<file path="src/rtl/rvx_machine_timer_pkg.sv">
// Shared register map, control field positions and helpers for the machine timer.
// Byte addresses are 5 bits wide because the block decodes a 32-byte window.
package rvx_machine_timer_pkg;

    localparam logic [4:0] RVX_TIMER_MTIME_ADDR      = 5'h00;
    localparam logic [4:0] RVX_TIMER_MTIMEH_ADDR     = 5'h04;
    localparam logic [4:0] RVX_TIMER_MTIMECMP_ADDR   = 5'h08;
    localparam logic [4:0] RVX_TIMER_MTIMECMPH_ADDR  = 5'h0C;
    localparam logic [4:0] RVX_TIMER_CONTROL_ADDR    = 5'h10;

    localparam int RVX_TIMER_CONTROL_ENABLE_BIT  = 0;
    localparam int RVX_TIMER_CONTROL_DIVISOR_LSB = 8;

    localparam logic [63:0] RVX_TIMER_MTIMECMP_RESET = 64'hFFFF_FFFF_FFFF_FFFF;

    typedef enum logic [2:0] {
        SEL_MTIME,
        SEL_MTIMEH,
        SEL_MTIMECMP,
        SEL_MTIMECMPH,
        SEL_CONTROL,
        SEL_RESERVED
    } timer_sel_e;

    function automatic timer_sel_e decode_address(input logic [2:0] word_address);
        timer_sel_e sel;
        sel = SEL_RESERVED;
        if (word_address == RVX_TIMER_MTIME_ADDR[4:2])     sel = SEL_MTIME;
        if (word_address == RVX_TIMER_MTIMEH_ADDR[4:2])    sel = SEL_MTIMEH;
        if (word_address == RVX_TIMER_MTIMECMP_ADDR[4:2])  sel = SEL_MTIMECMP;
        if (word_address == RVX_TIMER_MTIMECMPH_ADDR[4:2]) sel = SEL_MTIMECMPH;
        if (word_address == RVX_TIMER_CONTROL_ADDR[4:2])   sel = SEL_CONTROL;
        return sel;
    endfunction

    function automatic logic [31:0] merge_bytes(input logic [31:0] old_value,
                                                input logic [31:0] new_value,
                                                input logic [3:0]  strobe);
        logic [31:0] merged;
        merged = old_value;
        for (int i = 0; i < 4; i++) begin
            if (strobe[i]) merged[8*i +: 8] = new_value[8*i +: 8];
        end
        return merged;
    endfunction

endpackage

</file>
<file path="src/rtl/rvx_timer_prescaler.sv">
// Programmable divider: counts 0..divisor while enabled and emits a one-cycle tick
// in the cycle where the count equals the divisor.
module rvx_timer_prescaler
    import rvx_machine_timer_pkg::*;
#(
    parameter int PRESCALER_WIDTH = 8
) (
    input  logic                       clock,
    input  logic                       reset_n,
    input  logic                       enable,
    input  logic [PRESCALER_WIDTH-1:0] divisor,
    input  logic                       clear,
    output logic                       tick
);

    logic [PRESCALER_WIDTH-1:0] count;

    assign tick = enable && (count == divisor);

    // The tick is judged on the pre-edge count, so a clear only affects later cycles.
    always_ff @(posedge clock or negedge reset_n) begin
        if (!reset_n) begin
            count <= '0;
        end else if (clear || tick) begin
            count <= '0;
        end else if (enable) begin
            count <= count + PRESCALER_WIDTH'(1);
        end
    end

endmodule

</file>
<file path="src/rtl/rvx_machine_timer.sv">
// RISC-V machine timer: 64-bit mtime/mtimecmp with prescaler, 32-bit bus access
// and a registered level interrupt for the CSR file.
module rvx_machine_timer
    import rvx_machine_timer_pkg::*;
#(
    parameter int PRESCALER_WIDTH = 8
) (
    input  logic        clock,
    input  logic        reset_n,
    input  logic [4:0]  rw_address,
    input  logic        read_request,
    output logic [31:0] read_data,
    output logic        read_response,
    input  logic        write_request,
    input  logic [31:0] write_data,
    input  logic [3:0]  write_strobe,
    output logic        write_response,
    output logic [63:0] memory_mapped_timer,
    output logic        irq_timer
);

    logic [63:0]                mtime;
    logic [63:0]                mtimecmp;
    logic                       enable;
    logic [PRESCALER_WIDTH-1:0] divisor;
    logic                       tick;
    timer_sel_e                 sel;
    logic                       control_write;
    logic [31:0]                control_image;
    logic [31:0]                control_merged;
    logic [31:0]                read_value;
    logic                       unused_bits;

    assign sel           = decode_address(rw_address[4:2]);
    assign control_write = write_request && (sel == SEL_CONTROL);
    assign unused_bits   = ^{rw_address[1:0], control_merged};

    always_comb begin
        control_image = '0;
        control_image[RVX_TIMER_CONTROL_ENABLE_BIT] = enable;
        control_image[RVX_TIMER_CONTROL_DIVISOR_LSB +: PRESCALER_WIDTH] = divisor;
    end

    assign control_merged = merge_bytes(control_image, write_data, write_strobe);

    always_comb begin
        read_value = '0;
        case (sel)
            SEL_MTIME:     read_value = mtime[31:0];
            SEL_MTIMEH:    read_value = mtime[63:32];
            SEL_MTIMECMP:  read_value = mtimecmp[31:0];
            SEL_MTIMECMPH: read_value = mtimecmp[63:32];
            SEL_CONTROL:   read_value = control_image;
            default:       read_value = '0;
        endcase
    end

    rvx_timer_prescaler #(
        .PRESCALER_WIDTH(PRESCALER_WIDTH)
    ) u_prescaler (
        .clock   (clock),
        .reset_n (reset_n),
        .enable  (enable),
        .divisor (divisor),
        .clear   (control_write),
        .tick    (tick)
    );

    // A software write to either half wins over a coincident tick for the whole counter.
    always_ff @(posedge clock or negedge reset_n) begin
        if (!reset_n) begin
            mtime <= '0;
        end else if (write_request && sel == SEL_MTIME) begin
            mtime[31:0] <= merge_bytes(mtime[31:0], write_data, write_strobe);
        end else if (write_request && sel == SEL_MTIMEH) begin
            mtime[63:32] <= merge_bytes(mtime[63:32], write_data, write_strobe);
        end else if (tick) begin
            mtime <= mtime + 64'd1;
        end
    end

    always_ff @(posedge clock or negedge reset_n) begin
        if (!reset_n) begin
            mtimecmp <= RVX_TIMER_MTIMECMP_RESET;
            enable   <= 1'b1;
            divisor  <= '0;
        end else if (write_request) begin
            if (sel == SEL_MTIMECMP)
                mtimecmp[31:0] <= merge_bytes(mtimecmp[31:0], write_data, write_strobe);
            if (sel == SEL_MTIMECMPH)
                mtimecmp[63:32] <= merge_bytes(mtimecmp[63:32], write_data, write_strobe);
            if (sel == SEL_CONTROL) begin
                enable  <= control_merged[RVX_TIMER_CONTROL_ENABLE_BIT];
                divisor <= control_merged[RVX_TIMER_CONTROL_DIVISOR_LSB +: PRESCALER_WIDTH];
            end
        end
    end

    // Read data captures the pre-update register value; it holds between reads.
    always_ff @(posedge clock or negedge reset_n) begin
        if (!reset_n) begin
            read_data      <= '0;
            read_response  <= 1'b0;
            write_response <= 1'b0;
            irq_timer      <= 1'b0;
        end else begin
            read_response  <= read_request;
            write_response <= write_request;
            irq_timer      <= (mtime >= mtimecmp);
            if (read_request) read_data <= read_value;
        end
    end

    assign memory_mapped_timer = mtime;

endmodule
</file>
<file path="config.mk">
export PLATFORM = sky130hd
export DESIGN_NAME = rvx_machine_timer
export DESIGN_NICKNAME = d
export VERILOG_FILES = /design/src/rtl/rvx_machine_timer_pkg.sv /design/src/rtl/rvx_timer_prescaler.sv /design/src/rtl/rvx_machine_timer.sv
export SDC_FILE = /design/constraint.sdc
export NUM_CORES = 1
export LEC_CHECK = 0
export ABC_AREA = 1
export CAP_MARGIN = 30
export CORE_ASPECT_RATIO = 1.1
export CORE_UTILIZATION = 40
export CTS_BUF_LIST = sky130_fd_sc_hd__clkbuf_4
export CTS_CLUSTER_DIAMETER = 80
export DETAILED_ROUTE_END_ITERATION = 12
export PLACE_DENSITY = 0.65
export SETUP_SLACK_MARGIN = 0.4
export SYNTH_ARGS = -nofsm -noshare
export SYNTH_HDL_FRONTEND = slang
export SYNTH_HIERARCHICAL = 1
export SYNTH_SLANG_ARGS = --single-unit
export TNS_END_PERCENT = 50
</file>
<file path="constraint.sdc">
create_clock -name clock -period 2 [get_ports clock]
set_input_delay 0.2 -clock clock [delete_from_list [all_inputs] [get_ports clock]]
set_output_delay 0.2 -clock clock [all_outputs]
set_load 0.01 [all_outputs]
</file>
# --- Yosys cells after proc, flatten, opt, wreduce, memory -nomap -nowiden ---
# Index checks and enable logic that the tools add are counted.
totals:
  elab_cells: 89
  output_inout_bits: 99
  ff_bits: 180
  inputBits: 45
op_classes:
  eq_ne: 18
  addsub: 2
  n_mux: 16
  n_lt_le_gt_ge: 1
  n_reduce_logical: 28
  n_bitwise: 1
ops:
  columns: ["cell", "count"]
  rows:
  - ["$pmux 32 s5", 1]
  - ["$mux 32", 3]
  - ["$add 64x1->64 const B", 1]
  - ["$ge 64x64->1", 1]
  - ["$mux 64", 1]
  - ["$reduce_and 3->1", 18]
  - ["$mux 8", 6]
  - ["$ne 2x2->1 const B", 9]
  - ["$mux 3", 5]
  - ["$eq 3x2->1 const B", 4]
  - ["$add 8x1->8 const B", 1]
  - ["$eq 8x8->1", 1]
  - ["$eq 3x1->1 const B", 2]
  - ["$eq 3x3->1 const B", 2]
  - ["$logic_not 3->1", 2]
  - ["$reduce_bool 2->1", 3]
  - ["$logic_and 1x1->1", 4]
  - ["$logic_or 1x1->1", 1]
  - ["$not 1->1", 1]

# --- Longest topological paths before layout ---
depth:
  word_depth: 10
  depth_mapped: 15
  ltp_nobuf: 15

# --- Modules after synthesis ---
# The synthesis kept the hierarchy.
by_module_without_submodules:
  columns: ["mod", "cells_each", "n_inst", "area_each_um2", "seq_area_each_um2"]
  rows:
  - ["rvx_machine_timer", 1665, 1, 11751.3, 4385.5]
  - ["rvx_timer_prescaler", 89, 1, 639.4, 200.2]

# --- Least setup slack after synthesis ---
# Ideal clock, no wire load.
synth_path:
  path_kind: "register to register"
  startpoint: "register enable"
  endpoint: "register mtime[38] (netlist: memory_mapped_timer[38])"
  path_buffers: 2
  required_time_ns: 1.924
  stages_incl_launch_ff: 13
  arrival_time_ns: 1.858
  slack_ns: 0.065
  path_cell_list: "dfstp_2 -> buf_6 -> inv_2 -> a21oi_1 -> nand4_1 -> nor3_1 -> inv_1 -> a21oi_4 -> o21ai_2 -> buf_6 -> a21oi_2 -> nand2_1 -> o21ai_1"
synth_via:
  elab_chain_len: 3
synth_rtl:
  columns: ["item", "line", "rtl"]
  rows:
  - ["from (decl)", "rvx_machine_timer.sv:24", "logic enable;"]
  - ["from (signal assigned)", "rvx_machine_timer.sv:93", "enable <= control_merged[RVX_TIMER_CONTROL_ENABLE_BIT];"]
  - ["$logic_and 1x1->1", "rvx_timer_prescaler.sv:18", "assign tick = enable && (count == divisor);"]
  - ["net tick", "rvx_machine_timer.sv:26", "logic tick;"]
  - ["$reduce_bool 2->1 (no line)", null, null]
  - ["$reduce_and 3->1 (no line)", null, null]
  - ["to (signal assigned)", "rvx_machine_timer.sv:76", "mtime[63:32] <= merge_bytes(mtime[63:32], write_data, write_strobe);"]
  - ["to (signal assigned)", "rvx_machine_timer.sv:78", "mtime <= mtime + 64'd1;"]
  - ["to (decl)", "rvx_machine_timer.sv:22", "logic [63:0] mtime;"]
# The timed path passes the listed nets, and every way through them passes these cells.
# A chain may end at the register's enable or synchronous reset.

# --- Final worst setup path ---
layout_path:
  startpoint: "register divisor[4]"
  endpoint: "register mtime[21] (netlist: memory_mapped_timer[21])"
layout_via:
  elab_chain_len: 4
layout_rtl:
  columns: ["item", "line", "rtl"]
  rows:
  - ["from (decl)", "rvx_machine_timer.sv:25", "logic [PRESCALER_WIDTH-1:0] divisor;"]
  - ["from (signal assigned)", "rvx_machine_timer.sv:94", "divisor <= control_merged[RVX_TIMER_CONTROL_DIVISOR_LSB +: PRESCALER_WIDTH];"]
  - ["$eq 8x8->1", "rvx_timer_prescaler.sv:18", null]
  - ["$logic_and 1x1->1", "rvx_timer_prescaler.sv:18", null]
  - ["net tick", "rvx_machine_timer.sv:26", null]
  - ["$reduce_bool 2->1 (no line)", null, null]
  - ["$reduce_and 3->1 (no line)", null, null]
  - ["to (signal assigned)", "rvx_machine_timer.sv:74", "mtime[31:0] <= merge_bytes(mtime[31:0], write_data, write_strobe);"]
  - ["to (signal assigned)", "rvx_machine_timer.sv:78", null]
# The timed path passes the listed nets, and every way through them passes these cells.

==> results.md <==
- H-tree depth: 4
- Vias in the first global route: 13,100
- Tot Pwr: 19,900 uW
- Tmin final: 2.00 ns
- Root Driver: clkbuf_4
- TritonCTS clock tree: yes
- Yosys reg bits: 180
- Placed wire-length estimate: 36.9 mm
- Violation count after the first detailed-route iteration: 1,219
- Dpl cells: 2,432
- GRT overflow: 0
- CP arrival: 2.54 ns
- Design area: 17,300 um2
- Yosys cell types: 49
- First drt pass iteration count: 6
- Worst R2R Setup Slack: -0.0004 ns
- RSZ-0062 raised after global routing: yes
- Synth Area in Simple Gates: 28.3%
- Maximum VDD drop: 591 uV
- Drc violations: 0
- Synth async-reset ratio: 100%
- Worst path required time: 2.54 ns
- Compound-Gate Fraction of Synth Area: 15.7%
- Net Count, Synth: 1,865
- Row count: 67
- Width of the die: 170 um
- Worst slew margin: 63.7%
- Register area share after synthesis: 37.0%
- LEAKAGE: 0.00800 uW
- Clk buf depth: 2
- Slew Limit Fails: 0
- Mux contribution to synthesized area: 0.909%
- Final setup fails: 1
- Routed Antenna Nets: 0
- Layout area overhead: 39.7%
- Setup ws final: -0.000374 ns
- Fin Clk Skew: 0.0407 ns
- Wire per inst: 19.3 um
- Reg-to-reg startpoint: divisor[4]$_DFFE_PN0P_
- Largest net degree at the start of global routing: 56
- Pwr Density: 1150 nW/um2
- FF/Latch Area: 4640 um2
- CTS clk-pin slew, worst paths: 0.18 ns
- Initial Util: 40.7%
- Final Hold Fails: 0
- Worst Hold Slack: 0.0477 ns
- Synth Warn #: 6
- Fin cells: 2,547
- Fin nets: 2,228
- Worst-margin pin slew: 0.543 ns
- Crit-path max FO: 7
- Max Cap Viol: 0
- Die area: 31,700 um2
- Drt via density: 5.31
- Ys flop type: dfrtp_1
- GRT Overall Usage: 31.4%
- XOR/XNOR Fraction of Synth Area: 2.05%
- Final core occ: 56.9%
- Largest cells by area after synthesis: dfrtp_1 23%, nand2_1 15%, dfstp_2 14%
- Initial antenna violation count: 2
- Filler cells: 2,833
- Clk sinks: 180
- Top-count cell post-synth: nand2_1
- Final period util: 100%
- Combinational family with the most area after synthesis: simple AND/OR/NAND/NOR gates
- Global-route wire length before repair: 74.7 mm
- Clock Latency Late Sink: 0.65 ns
- Status: complete, but fails checks
- Synth cell count leaders: 505 x nand2_1, 232 x inv_1, 176 x o21ai_0
- Adder-Cell Fraction of Synth Area: 6.66%
- Dpl cell area: 15,600 um2
- Area leader, netlist: dfrtp_1
- Peak Freq: 0.500 GHz
- Failing checks: negative setup slack
- Synth Instances: 1,754
- PortBufs: 141
- Critical path class: flop to flop
- Number of CTS-inserted buffers: 17
- Final wirelength: 49.1 mm
- Die height: 187 um
- Critical path launch point type: flop
- Number of synthesized flops with an enable pin: 0
- Avg Cell Area, Syn: 7.06 um2
- Worst setup EP type: flop
- Placer congestion estimate: 0.998
- R2R Path End: memory_mapped_timer[21]$_DFFE_PN0P_
- Multi-input logic area: 7220 um2
- Worst R2R Path Depth: 11
- Core region area: 30,400 um2
- # IOs: 144
- Vias: 13,500
- Hold WC Path Type: input port to async pin
- Synth top area share: 23.2%
- Cell area after synthesis: 12,400 um2
- Fraction of layout cells with a size suffix above 1: 30.1%
-- final cells by class --
type                    count  area share [%]
inverters                 243            5.35
flip-flops and latches    180            26.8
multi-input cells        1286            41.7
diodes                      3          0.0434
repair buffers            389            21.5
clock inverters            15           0.839
well taps                 414            2.99
clock buffers              17           0.737
-- cells in the final DEF, fill, tap and decap left out, types with 17 or more instances in the layout --
cell	instances
nor2_1	149
dfrtp_1	73
o21ai_1	44
clkdlybuf4s15_1	17
inv_2	17
nand3_1	76
a21oi_1	37
inv_1	221
dfrtp_2	42
o21ai_0	147
dfstp_2	65
clkbuf_4	17
clkdlybuf4s50_1	40
ha_1	55
a21oi_2	51
nand2_1	484
nor2_2	27
nand4_1	28
buf_4	162
o22ai_1	21
nand2_2	22
dlygate4sd2_1	19
buf_6	111
-- registers in the layout, summed over array words and instances, names as in the netlist --
| signal | flops |
|---|---|
| read_response | 1 |
| mtimecmp | 64 |
| enable | 1 |
| memory_mapped_timer | 64 |
| read_data | 32 |
| irq_timer | 1 |
| write_response | 1 |
| divisor | 8 |
| u_prescaler/count | 8 |
-- worst max-delay path by stage --
stage                     slack (ns)                                   to              startpoint
after floorplan                 0.13  memory_mapped_timer[38]$_DFFE_PN0P_      enable$_DFFE_PN1P_
after global placement         -0.06            read_data[11]$_DFFE_PN0P_           rw_address[3]
after detailed placement       -0.11              mtimecmp[5]$_DFFE_PN1P_           rw_address[4]
after CTS                      -0.03  memory_mapped_timer[35]$_DFFE_PN0P_      enable$_DFFE_PN1P_
after global routing           -0.10  memory_mapped_timer[54]$_DFFE_PN0P_  divisor[5]$_DFFE_PN0P_
final                        -0.0004  memory_mapped_timer[21]$_DFFE_PN0P_  divisor[4]$_DFFE_PN0P_
-- per-layer routing --
layer / GRT usage (%) / up-vias / part of all wire (%)
met5: 0 / - / 0
met4: 12.9 / 0 / 3.8
met3: 5.07 / 128 / 7.0
met2: 51.0 / 615 / 47
met1: 41.2 / 6367 / 42
li1: - / 6412 / -
-- cells by family after synthesis --
logic type / Yosys count
multiplexers: 10
XOR/XNOR: 29
adder cells (fa/ha/maj): 66
flip-flops: 180
AND/OR/NAND/NOR: 834
AO/OA/AOI/OAI: 343
buffers and inverters: 292
-- worst max-delay path: stages (launching register included) --
cell	delay, ns
dfrtp_1	0.45
xnor2_2	0.19
nand4_1	0.13
nor3_2	0.23
inv_2	0.11
nand2_4	0.11
nand2_8	0.08
nor2_4	0.23
inv_2	0.09
buf_12	0.16
nand2_2	0.05
o21ai_1	0.05
-- through the flow --
step | setup WS, ns | setup TNS [ns]
6_report | -0.000374 | -0.000374
5_1_grt | -0.100 | -3.15
4_1_cts | -0.0333 | -0.239
3_5_place_dp | -0.109 | -2.58
3_3_place_gp | -0.0644 | -0.792
2_1_floorplan | 0.134 | 0
-- timing repair --
action                     in CTS  in global routing
setup buffers                  63                 10
pin swaps                      73                 42
hold buffers                    2                  0
hold endpoints to repair      134                  0
gates resized for setup       499                105
setup endpoints to repair     164                139
cloned                          4                  1
-- report_power, final --
part	internal [uW]	switching, uW
clock	648	1490
sequential	4950	960
combinational	5540	6280
total	11100	8730
No activity file was read; power rests on OpenSTA's default activity.
